### src/rtl/fetch_unit.sv
// Instruction-fetch stage: owns the fetch PC, drives the imem request/ack handshake and the IF/ID register.
// Optional FETCH_PERF_CNT_EN adds a saturating REDIRECT_CNT output.
module fetch_unit #(
    parameter logic [15:0] RESET_PC = 16'h0000,
    parameter int unsigned MAX_WAIT = 15
) (
    input  logic        CLK,
    input  logic        RST,
    input  logic [15:0] NEXT_PC,
    input  logic        REDIRECT,
    input  logic        STALL,
    output logic        IMEM_REQ,
    output logic [15:0] IMEM_ADDR,
    input  logic [15:0] IMEM_RDATA,
    input  logic        IMEM_ACK,
    output logic [15:0] PC,
    output logic [15:0] INSTR,
    output logic        INSTR_VALID,
    output logic        FETCH_ERR
`ifdef FETCH_PERF_CNT_EN
    ,
    output logic [15:0] REDIRECT_CNT
`endif
);

    typedef enum logic [1:0] {
        ST_BOOT,
        ST_FETCH,
        ST_HOLD,
        ST_ERROR
    } state_t;

    localparam logic [7:0] WAIT_LAST = 8'(MAX_WAIT - 1);

    state_t      state_q, state_d;
    logic [15:0] fetch_pc_q, fetch_pc_d;
    logic [15:0] pc_q, pc_d;
    logic [15:0] instr_q, instr_d;
    logic        instr_valid_q, instr_valid_d;
    logic [15:0] hold_q, hold_d;
    logic [7:0]  wait_cnt_q, wait_cnt_d;
    logic        fetch_err_q, fetch_err_d;
    logic        accept;
    logic        imem_req;

    assign accept = !instr_valid_q || !STALL;

    always_comb begin
        state_d       = state_q;
        fetch_pc_d    = fetch_pc_q;
        pc_d          = pc_q;
        instr_d       = instr_q;
        instr_valid_d = instr_valid_q;
        hold_d        = hold_q;
        wait_cnt_d    = wait_cnt_q;
        fetch_err_d   = fetch_err_q;
        imem_req      = 1'b0;

        case (state_q)
            ST_BOOT: begin
                state_d = ST_FETCH;
                if (REDIRECT) begin
                    fetch_pc_d    = NEXT_PC;
                    instr_valid_d = 1'b0;
                    hold_d        = '0;
                end
            end
            ST_FETCH: begin
                imem_req = 1'b1;
                // Redirect wins over stall and a same-cycle ack; the acked word is wrong-path.
                if (REDIRECT) begin
                    fetch_pc_d    = NEXT_PC;
                    instr_valid_d = 1'b0;
                    hold_d        = '0;
                    wait_cnt_d    = '0;
                end else if (IMEM_ACK) begin
                    wait_cnt_d = '0;
                    if (accept) begin
                        pc_d          = fetch_pc_q;
                        instr_d       = IMEM_RDATA;
                        instr_valid_d = 1'b1;
                        fetch_pc_d    = fetch_pc_q + 16'd1;
                    end else begin
                        hold_d  = IMEM_RDATA;
                        state_d = ST_HOLD;
                    end
                end else begin
                    if (accept) begin
                        instr_valid_d = 1'b0;
                    end
                    if (wait_cnt_q == WAIT_LAST) begin
                        wait_cnt_d  = '0;
                        fetch_err_d = 1'b1;
                        state_d     = ST_ERROR;
                    end else begin
                        wait_cnt_d = wait_cnt_q + 8'd1;
                    end
                end
            end
            ST_HOLD: begin
                wait_cnt_d = '0;
                if (REDIRECT) begin
                    fetch_pc_d    = NEXT_PC;
                    instr_valid_d = 1'b0;
                    hold_d        = '0;
                    state_d       = ST_FETCH;
                end else if (!STALL) begin
                    pc_d          = fetch_pc_q;
                    instr_d       = hold_q;
                    instr_valid_d = 1'b1;
                    fetch_pc_d    = fetch_pc_q + 16'd1;
                    state_d       = ST_FETCH;
                end
            end
            ST_ERROR: begin
                instr_valid_d = 1'b0;
                wait_cnt_d    = '0;
            end
            default: begin
                state_d = ST_ERROR;
            end
        endcase
    end

`ifdef FETCH_PERF_CNT_EN
    logic [15:0] redirect_cnt_q, redirect_cnt_d;

    always_comb begin
        redirect_cnt_d = redirect_cnt_q;
        if (REDIRECT && state_q != ST_ERROR && redirect_cnt_q != 16'hFFFF) begin
            redirect_cnt_d = redirect_cnt_q + 16'd1;
        end
    end

    always_ff @(posedge CLK) begin
        if (RST) begin
            redirect_cnt_q <= '0;
        end else begin
            redirect_cnt_q <= redirect_cnt_d;
        end
    end

    assign REDIRECT_CNT = redirect_cnt_q;
`endif

    always_ff @(posedge CLK) begin
        if (RST) begin
            state_q       <= ST_BOOT;
            fetch_pc_q    <= RESET_PC;
            pc_q          <= '0;
            instr_q       <= '0;
            instr_valid_q <= 1'b0;
            hold_q        <= '0;
            wait_cnt_q    <= '0;
            fetch_err_q   <= 1'b0;
        end else begin
            state_q       <= state_d;
            fetch_pc_q    <= fetch_pc_d;
            pc_q          <= pc_d;
            instr_q       <= instr_d;
            instr_valid_q <= instr_valid_d;
            hold_q        <= hold_d;
            wait_cnt_q    <= wait_cnt_d;
            fetch_err_q   <= fetch_err_d;
        end
    end

    assign IMEM_REQ    = imem_req;
    assign IMEM_ADDR   = fetch_pc_q;
    assign PC          = pc_q;
    assign INSTR       = instr_q;
    assign INSTR_VALID = instr_valid_q;
    assign FETCH_ERR   = fetch_err_q;

endmodule

### config.mk
export PLATFORM = sky130hd
export DESIGN_NAME = fetch_unit
export DESIGN_NICKNAME = d
export VERILOG_FILES = /design/src/rtl/fetch_unit.sv
export SDC_FILE = /design/constraint.sdc
export NUM_CORES = 1
export LEC_CHECK = 0
export ABC_CLOCK_PERIOD_IN_PS = 3530
export CAP_MARGIN = 20
export CELL_PAD_IN_SITES_DETAIL_PLACEMENT = 1
export CELL_PAD_IN_SITES_GLOBAL_PLACEMENT = 1
export CORE_MARGIN = 4
export CORE_UTILIZATION = 35
export DETAILED_ROUTE_END_ITERATION = 16
export GPL_TIMING_DRIVEN = 0
export PLACE_DENSITY_LB_ADDON = 0.1
export SYNTH_ARGS = -nofsm -noshare
export SYNTH_HDL_FRONTEND = slang
export SYNTH_SLANG_ARGS = --single-unit
export TNS_END_PERCENT = 5
### constraint.sdc
create_clock -name CLK -period 3.53 [get_ports CLK]
set_input_delay 0.706 -clock CLK [delete_from_list [all_inputs] [get_ports CLK]]
set_output_delay 0.706 -clock CLK [all_outputs]
set_load 0.02 [all_outputs]
==> impl_results.md, run 1 <==
- R2r setup slk: 1.20 ns
- Seq cells post-synth: 76
- Slew @ Worst Pin: roughly 0.65 ns
- WP data required: approximately 3.8 ns
- Synth Cell Area: 3640 µm²
- H-tree levels: 3
- Placer Congestion: between 0.8 and 0.9
- Seq/Total Area, Yosys: between 40% and 50%
- Diodes inserted: 0
- 1st-pass router iterations: 6
- Critical Path Max Stage Delay: 0.52 ns
- Hold endpoint: hold_q[13]
- Worst-path clk slew: about 0.09 ns
- Number of buffers created by CTS: 9
- Via count: 3634
- Post-DP Area: around 4700 µm²
- Clk root buf: clkbuf_8
- Largest net degree at the start of global routing: 17
- Global route overflow: 0
- Max cap viols: 0
- # hold bufs at CTS: 0
- Largest area contributor in the netlist: dfxtp_1
- Post-synth EDFFs: 0
- Synth top area cells: dfxtp_1 (42%), a21oi_1 (8.1%), nand2_1 (7.6%)
- Gr usage total: between 20% and 30%
- Ys Warns: 0
- Max FO, Critical Path: 10
- Number of global-route vias before repair: 3695
- Post-Syn Instances: about 440
- CTS-repair resized insts: 0
- Setup Viol. Count Final: 0
- Post-CTS setup repair buffer count: 0
- Hold_ws: between 0.4 and 0.5 ns
- Worst Setup Slack, final: between 1 and 1.5 ns
- FP Rows: 36
- Share of cells above drive strength 1: ~8%
- Setup crit start kind: input pin
- Port Buf Inserts: between 80 and 90
- Hold WC Path Type: reg2reg
- R2r startpoint: state_q[1]
- CP Capture Type: flip-flop
- Slew Viols, Final: 0
- Multi-input combinational cell area: 1940 µm²
- Core area: about 10000 µm²
- Asr flop ratio synth: 0%
- Starting Density: 36.6%
- CP Class: in2reg
- Worst-skew pair later-pin latency: ~0.36 ns
- Crit path arrival time: ~2.7 ns
- Worst R2R End: hold_q[11]
- Total Wirelength: approximately 12000 µm
- Starting DRT DRC Count: 84
- Total power: about 3.6 mW
- Die Span X: between 100 and 150 µm
- Worst vdd ir: 0.000454 V
- FF/Latch Area: ~1500 µm²
- PD cells: roughly 730 nW/µm²
- Clock sink count: between 70 and 80
- Final antenna-violating net count: 0
- TNS Setup: 0 ns
- Initial antenna violation count: 0
- Area share of the largest cell type after synthesis: between 40% and 50%
- Top-level port count: 88
- Hold Vio Cnt, Final: 0
- Crit-path most repeated cell: nand2_1
- Syn_area_per_cell: 8.32 µm²
- Die ar.: 12100 µm²
- Max stage delay cell, worst path: clkdlybuf4s50_1
- Critical-path cell list: clkdlybuf4s50_1 > nand2_1 > nor4b_2 > o21bai_1 > clkbuf_1 > nand2_1 > a21oi_1
- Slew HR: between 50% and 60%
- Ys flop type: dfxtp_1
- Clock skew: 0.0142 ns
- Hold path start: hold_q[13]
- Routed vias/inst: 5.40
- Die H: roughly 110 µm
- Area growth from synthesis to layout: 33.5%
- Worst-case clock buffer depth: 2
- Fin nets: 580
- Mapped Nets: a little under 500
- First-pass GRT wire length: roughly 19000 µm
- Post-layout min period: about 2.4 ns
- Pleak: approximately 1.6 nW
- Fillers: roughly 1200
- Setup Slack @ Placement: between 0.7 and 0.8 ns
- WHS Path Cells: 2
- Final HPWL DP: slightly below 9000 µm
- Reg2reg path depth: 8
- Status: complete, no violations
- Tcrit/Tclk final: 67.1%
- Routed len/inst: 17.5 µm
- Fin area: about 4900 µm²
- RSZ-0062 raised after global routing: false
- TritonCTS clock tree: yes
- Fmax achieved: 422 MHz
- DRC Markers: 0
- Number of distinct library cells after synthesis: between 50 and 60
-- logic make-up (layout without fill, tap and decap cells) --
| family | count (synthesis) | after routing | share of synthesized area (%) |
|---|---|---|---|
| compound gates | 118 | 118 | 20.2 |
| buf+inv | 40 | 142 | 4.84 |
| mux | 16 | 16 | 4.40 |
| simple gates | 174 | 174 | 24.6 |
| xor+xnor | 6 | 6 | 1.44 |
| fa+ha+maj | 8 | 8 | 2.75 |
| flops | 76 | 76 | 41.8 |
-- worst max-delay path by stage --
| stage | endpoint | start | slack, ns | cells past startpoint |
|---|---|---|---|---|
| 6_report | hold_q[11] | STALL | 1.16 | 7 |
| 5_1_grt | hold_q[11] | STALL | 0.98 | 7 |
| 4_1_cts | hold_q[11] | STALL | 1.16 | 7 |
| 3_5_place_dp | hold_q[11] | STALL | 0.78 | 7 |
| 3_3_place_gp | hold_q[7] | STALL | 0.84 | 7 |
| 2_1_floorplan | IMEM_ADDR[0] | state_q[1] | 1.54 | 8 |
-- per-layer routing --
metal / wire length, µm / vias to the layer above / track usage, %
met5: 0 / - / 0
met4: 115 / 0 / 4.63
met3: 529 / 13 / 3.90
met2: 5810 / 78 / 34.4
met1: 5300 / 1778 / 26.7
li1: - / 1765 / -
-- registers in the layout (all words and copies together), names as in the netlist --
register	cells
INSTR_VALID	1
wait_cnt_q	8
hold_q	16
PC	16
INSTR	16
IMEM_ADDR	16
state_q	2
FETCH_ERR	1
-- final cells by class --
cell class,count,share of cell area (%)
multi-input cells,322,40.0
plain buffers,34,3.16
clock inverters,7,1.44
flip-flops and latches,76,31.3
inverters,6,0.463
well taps,133,3.42
repair buffers,86,17.7
clock buffers,9,2.55
-- cells in the mapped netlist, types with 8 or more instances --
| cell type | count |
|---|---|
| o21ai_0 | 11 |
| nor2_1 | 37 |
| nand3_1 | 10 |
| dfxtp_1 | 76 |
| nand4b_1 | 18 |
| nand2_1 | 74 |
| mux2i_1 | 16 |
| a21oi_1 | 59 |
| a211oi_1 | 19 |
| ha_1 | 8 |
| clkbuf_1 | 15 |
| buf_2 | 14 |
-- where the power goes --
group          switching (mW)  total, mW  internal (mW)
sequential              0.197       1.22           1.02
combinational           0.987       1.67          0.688
clock                   0.390      0.665          0.275
total                    1.57       3.56           1.99
-- per-stage QoR --
step,instances,utilization (%)
global placement,657,46.9
global route,673,48.9
detailed placement,657,46.9
finish,673,48.9
floorplan,438,-
CTS,673,48.9
-- worst max-delay path: cells and delay by family --
| kind | cells | cell delay [ns] |
|---|---|---|
| buffers and inverters | 2 | 0.96 |
| AOI/OAI and AO/OA | 2 | 0.61 |
| and+or+nand+nor | 3 | 0.37 |
-- cells in the final DEF, fill, tap and decap left out, types with 3 or more instances in the layout --
cell              n
ha_1              8
nor2b_1           5
inv_6             3
nand4b_1         18
inv_1             5
xor2_1            4
nand2_1          74
nand3_1          10
nor4_1            3
a31oi_1           3
clkbuf_8          9
clkbuf_1         15
nand2b_1          3
a211oi_1         19
buf_2            14
nor3_1            6
mux2i_1          16
a21o_1            3
o32ai_1           7
a21oi_1          59
clkdlybuf4s50_1  86
dfxtp_1          76
o21ai_0          11
nor2_1           37
Note: power is estimated with default switching activity, not from simulation.
==> run 2, diff against run 1 <==
--- a/config.mk
+++ b/config.mk
@@ -5,7 +5,7 @@
 export SDC_FILE = /design/constraint.sdc
 export NUM_CORES = 1
 export LEC_CHECK = 0
-export ABC_CLOCK_PERIOD_IN_PS = 3530
+export ABC_CLOCK_PERIOD_IN_PS = 2200
 export CAP_MARGIN = 20
 export CELL_PAD_IN_SITES_DETAIL_PLACEMENT = 1
 export CELL_PAD_IN_SITES_GLOBAL_PLACEMENT = 1
==> constraint.sdc (replaced) <==
create_clock -name CLK -period 2.2 [get_ports CLK]
set_input_delay 0.44 -clock CLK [delete_from_list [all_inputs] [get_ports CLK]]
set_output_delay 0.44 -clock CLK [all_outputs]
set_load 0.02 [all_outputs]
==> run 2 against run 1 <==
Against the previous run: worst hold slack about the same; total power increased by 62%; combinational power increased by 64%; critical endpoint is now IMEM_ADDR[13]; via count decreased by 0.30%; sequential share of layout area decreased by 0.25 points; clock skew about the same; first-iteration DRC count decreased by 9.5%; largest power group unchanged; routed wire length increased by 0.31%; largest cell class unchanged; cell count decreased by 0.15%.
==> impl_results.md, run 2 (synthesis gave the netlist of run 1 again) <==
- Die Span X: 110 µm (unchanged)
- RSZ-0062 raised after global routing: false
- Fillers: 1227 (-0.16%)
- H-tree levels: 3 (unchanged)
- Setup Slack @ Placement: -0.285 ns (-1.06 ns)
- Worst-path clk slew: 0.09 ns (about the same)
- Commonest non-fill, non-tap cell in the layout: clkdlybuf4s50_1
- Slew Viols, Final: 0 (unchanged)
- PD cells: 1170 nW/µm² (+60%)
- Max FO, Critical Path: 10 (unchanged)
- Core area: 9950 µm² (unchanged)
- Clock skew: 0.0138 ns (-0.000428 ns)
- Tcrit/Tclk final: 94.1%
- Gr usage total: 20.3% (unchanged)
- Number of buffers created by CTS: 9 (unchanged)
- # hold bufs at CTS: 0 (unchanged)
- Starting Density: 36.6% (unchanged)
- Max cap viols: 0 (unchanged)
- WP data required: 2.42 ns (-1.40 ns)
- DRC Markers: 0 (unchanged)
- CP Capture Type: flip-flop
- Fin nets: 579 (-0.17%)
- Commonest non-fill, non-tap cells in the layout: clkdlybuf4s50_1 (85), dfxtp_1 (75), nand2_1 (74), a21oi_1 (59), nor2_1 (35)
- Final antenna-violating net count: 0 (unchanged)
- Largest net degree at the start of global routing: 17 (unchanged)
- Clk root buf: clkbuf_8
- Hold WC Path Type: reg2reg
- Clock sink count: 76 (unchanged)
- Reg2reg path depth: 9 (+1)
- Worst-skew pair later-pin latency: 0.37 ns (about the same)
- Die ar.: 12100 µm² (unchanged)
- FP Rows: 36 (unchanged)
- Top-level port count: 88 (unchanged)
- Diodes inserted: 0 (unchanged)
- Slew @ Worst Pin: 0.645 ns (-0.00866 ns)
- Routed vias/inst: 5.39 (-0.15%)
- R2r setup slk: 0.13 ns (-1.07 ns)
- Placer Congestion: 0.808 (unchanged)
- Hold Vio Cnt, Final: 0 (unchanged)
- Die H: 110 µm (unchanged)
- Worst R2R End: IMEM_ADDR[13]
- Via count: 3623 (-0.30%)
- Worst-case clock buffer depth: 2 (unchanged)
- Fmax achieved: 483 MHz
- Global route overflow: 0 (unchanged)
- Routed len/inst: 17.5 µm (+0.46%)
- Port Buf Inserts: 86 (unchanged)
- TritonCTS clock tree: yes
- Setup Viol. Count Final: 0 (unchanged)
- Number of global-route vias before repair: 3695 (unchanged)
- Pleak: 1.65 nW (+1.5%)
- Setup crit start kind: flip-flop
- CP endpoint: IMEM_ADDR[13]
- Initial antenna violation count: 0 (unchanged)
- Crit path arrival time: 2.29 ns (-0.36 ns)
- Status: complete, no violations
- CP Class: reg2reg
- Total power: 5.76 mW (+62%)
- R2r startpoint: state_q[1]
- First-pass GRT wire length: 19200 µm (unchanged)
- Worst vdd ir: 0.000742 V (+63%)
- Starting DRT DRC Count: 76 (-9.5%)
- 1st-pass router iterations: 6 (unchanged)
- TNS Setup: 0 ns (unchanged)
- Crit path from: state_q[1]
- Worst Setup Slack, final: 0.129 ns (-1.03 ns)
- Total Wirelength: 11800 µm (+0.31%)
- Post-layout min period: approximately 2.1 ns
- Final HPWL DP: 8770 µm (unchanged)
- Area growth from synthesis to layout: 34.7%
- Slew HR: 57.0% (+0.58 points)
- Share of cells above drive strength 1: 9.83% (+1.7 points)
## run 2: cell types whose count changed in the layout (fill, tap and decap cells not counted), sizes merged
cell	delta
dlymetal6s2s	+1
clkdlybuf4s50	-1
buf	-1
## run 2: worst max-delay path: stages (launching register included)
cell and delay [ns]:
dfxtp_2 0.37, inv_1 0.08, ha_1 0.20, buf_4 0.18, a21oi_2 0.13, nor2b_1 0.06
or3_4 0.40, buf_2 0.21, o21ai_0 0.19, a21oi_1 0.09
## run 2: area by class of cell
cell class                      instances  area (µm²)  area share, %
Tap cell                              133         166           3.39
Sequential cell                        76        1520           31.0
Clock buffer                            9         124           2.52
Buffer                                 33         170           3.47
Timing Repair Buffer                   86         863           17.6
Inverter                                6        22.5          0.459
Multi-Input combinational cell        322        1970           40.1
Clock inverter                          7        70.1           1.43
## run 2: worst min path at each step
stage / startpoint / end / slack (ns) / depth (start not counted)
after floorplan: hold_q[10] / hold_q[10] / 0.43 / 2
after global placement: hold_q[14] / hold_q[14] / 0.44 / 2
after detailed placement: hold_q[9] / hold_q[9] / 0.45 / 2
after CTS: hold_q[9] / hold_q[9] / 0.46 / 2
after global routing: hold_q[3] / hold_q[3] / 0.48 / 2
final: hold_q[13] / hold_q[13] / 0.46 / 2
## run 2: metrics by stage
| step | utilization (%) | cells | cell area [µm²] | hold WS [ns] |
|---|---|---|---|---|
| CTS | 48.9 | 673 | 4870 | 0.460 |
| global placement | 46.9 | 657 | 4670 | 0.438 |
| floorplan | - | 438 | 3640 | 0.432 |
| detailed placement | 46.9 | 657 | 4670 | 0.445 |
| finish | 49.3 | 672 | 4910 | 0.458 |
| global route | 49.3 | 672 | 4910 | 0.481 |
## run 2: per-layer routing
layer  vias up  track usage [%]  wire (µm)
met2        81             34.4       5780
met4         0             4.63        154
li1       1761                -          -
met1      1767             26.7       5370
met3        14             3.90        475
met5         -                0          0
## run 2: power by group
group          switching (mW)  internal [mW]  total (mW)
clock network           0.625          0.441        1.07
logic                    1.60           1.13        2.74
registers               0.317           1.64        1.96
total                    2.55           3.22        5.76
## run 2: what timing repair did
item / 4_1_cts / 5_1_grt
gates resized for setup: 3 / 22
setup endpoints to repair: 11 / 62
buffers inserted: 0 / 0
pin swaps: 0 / 1
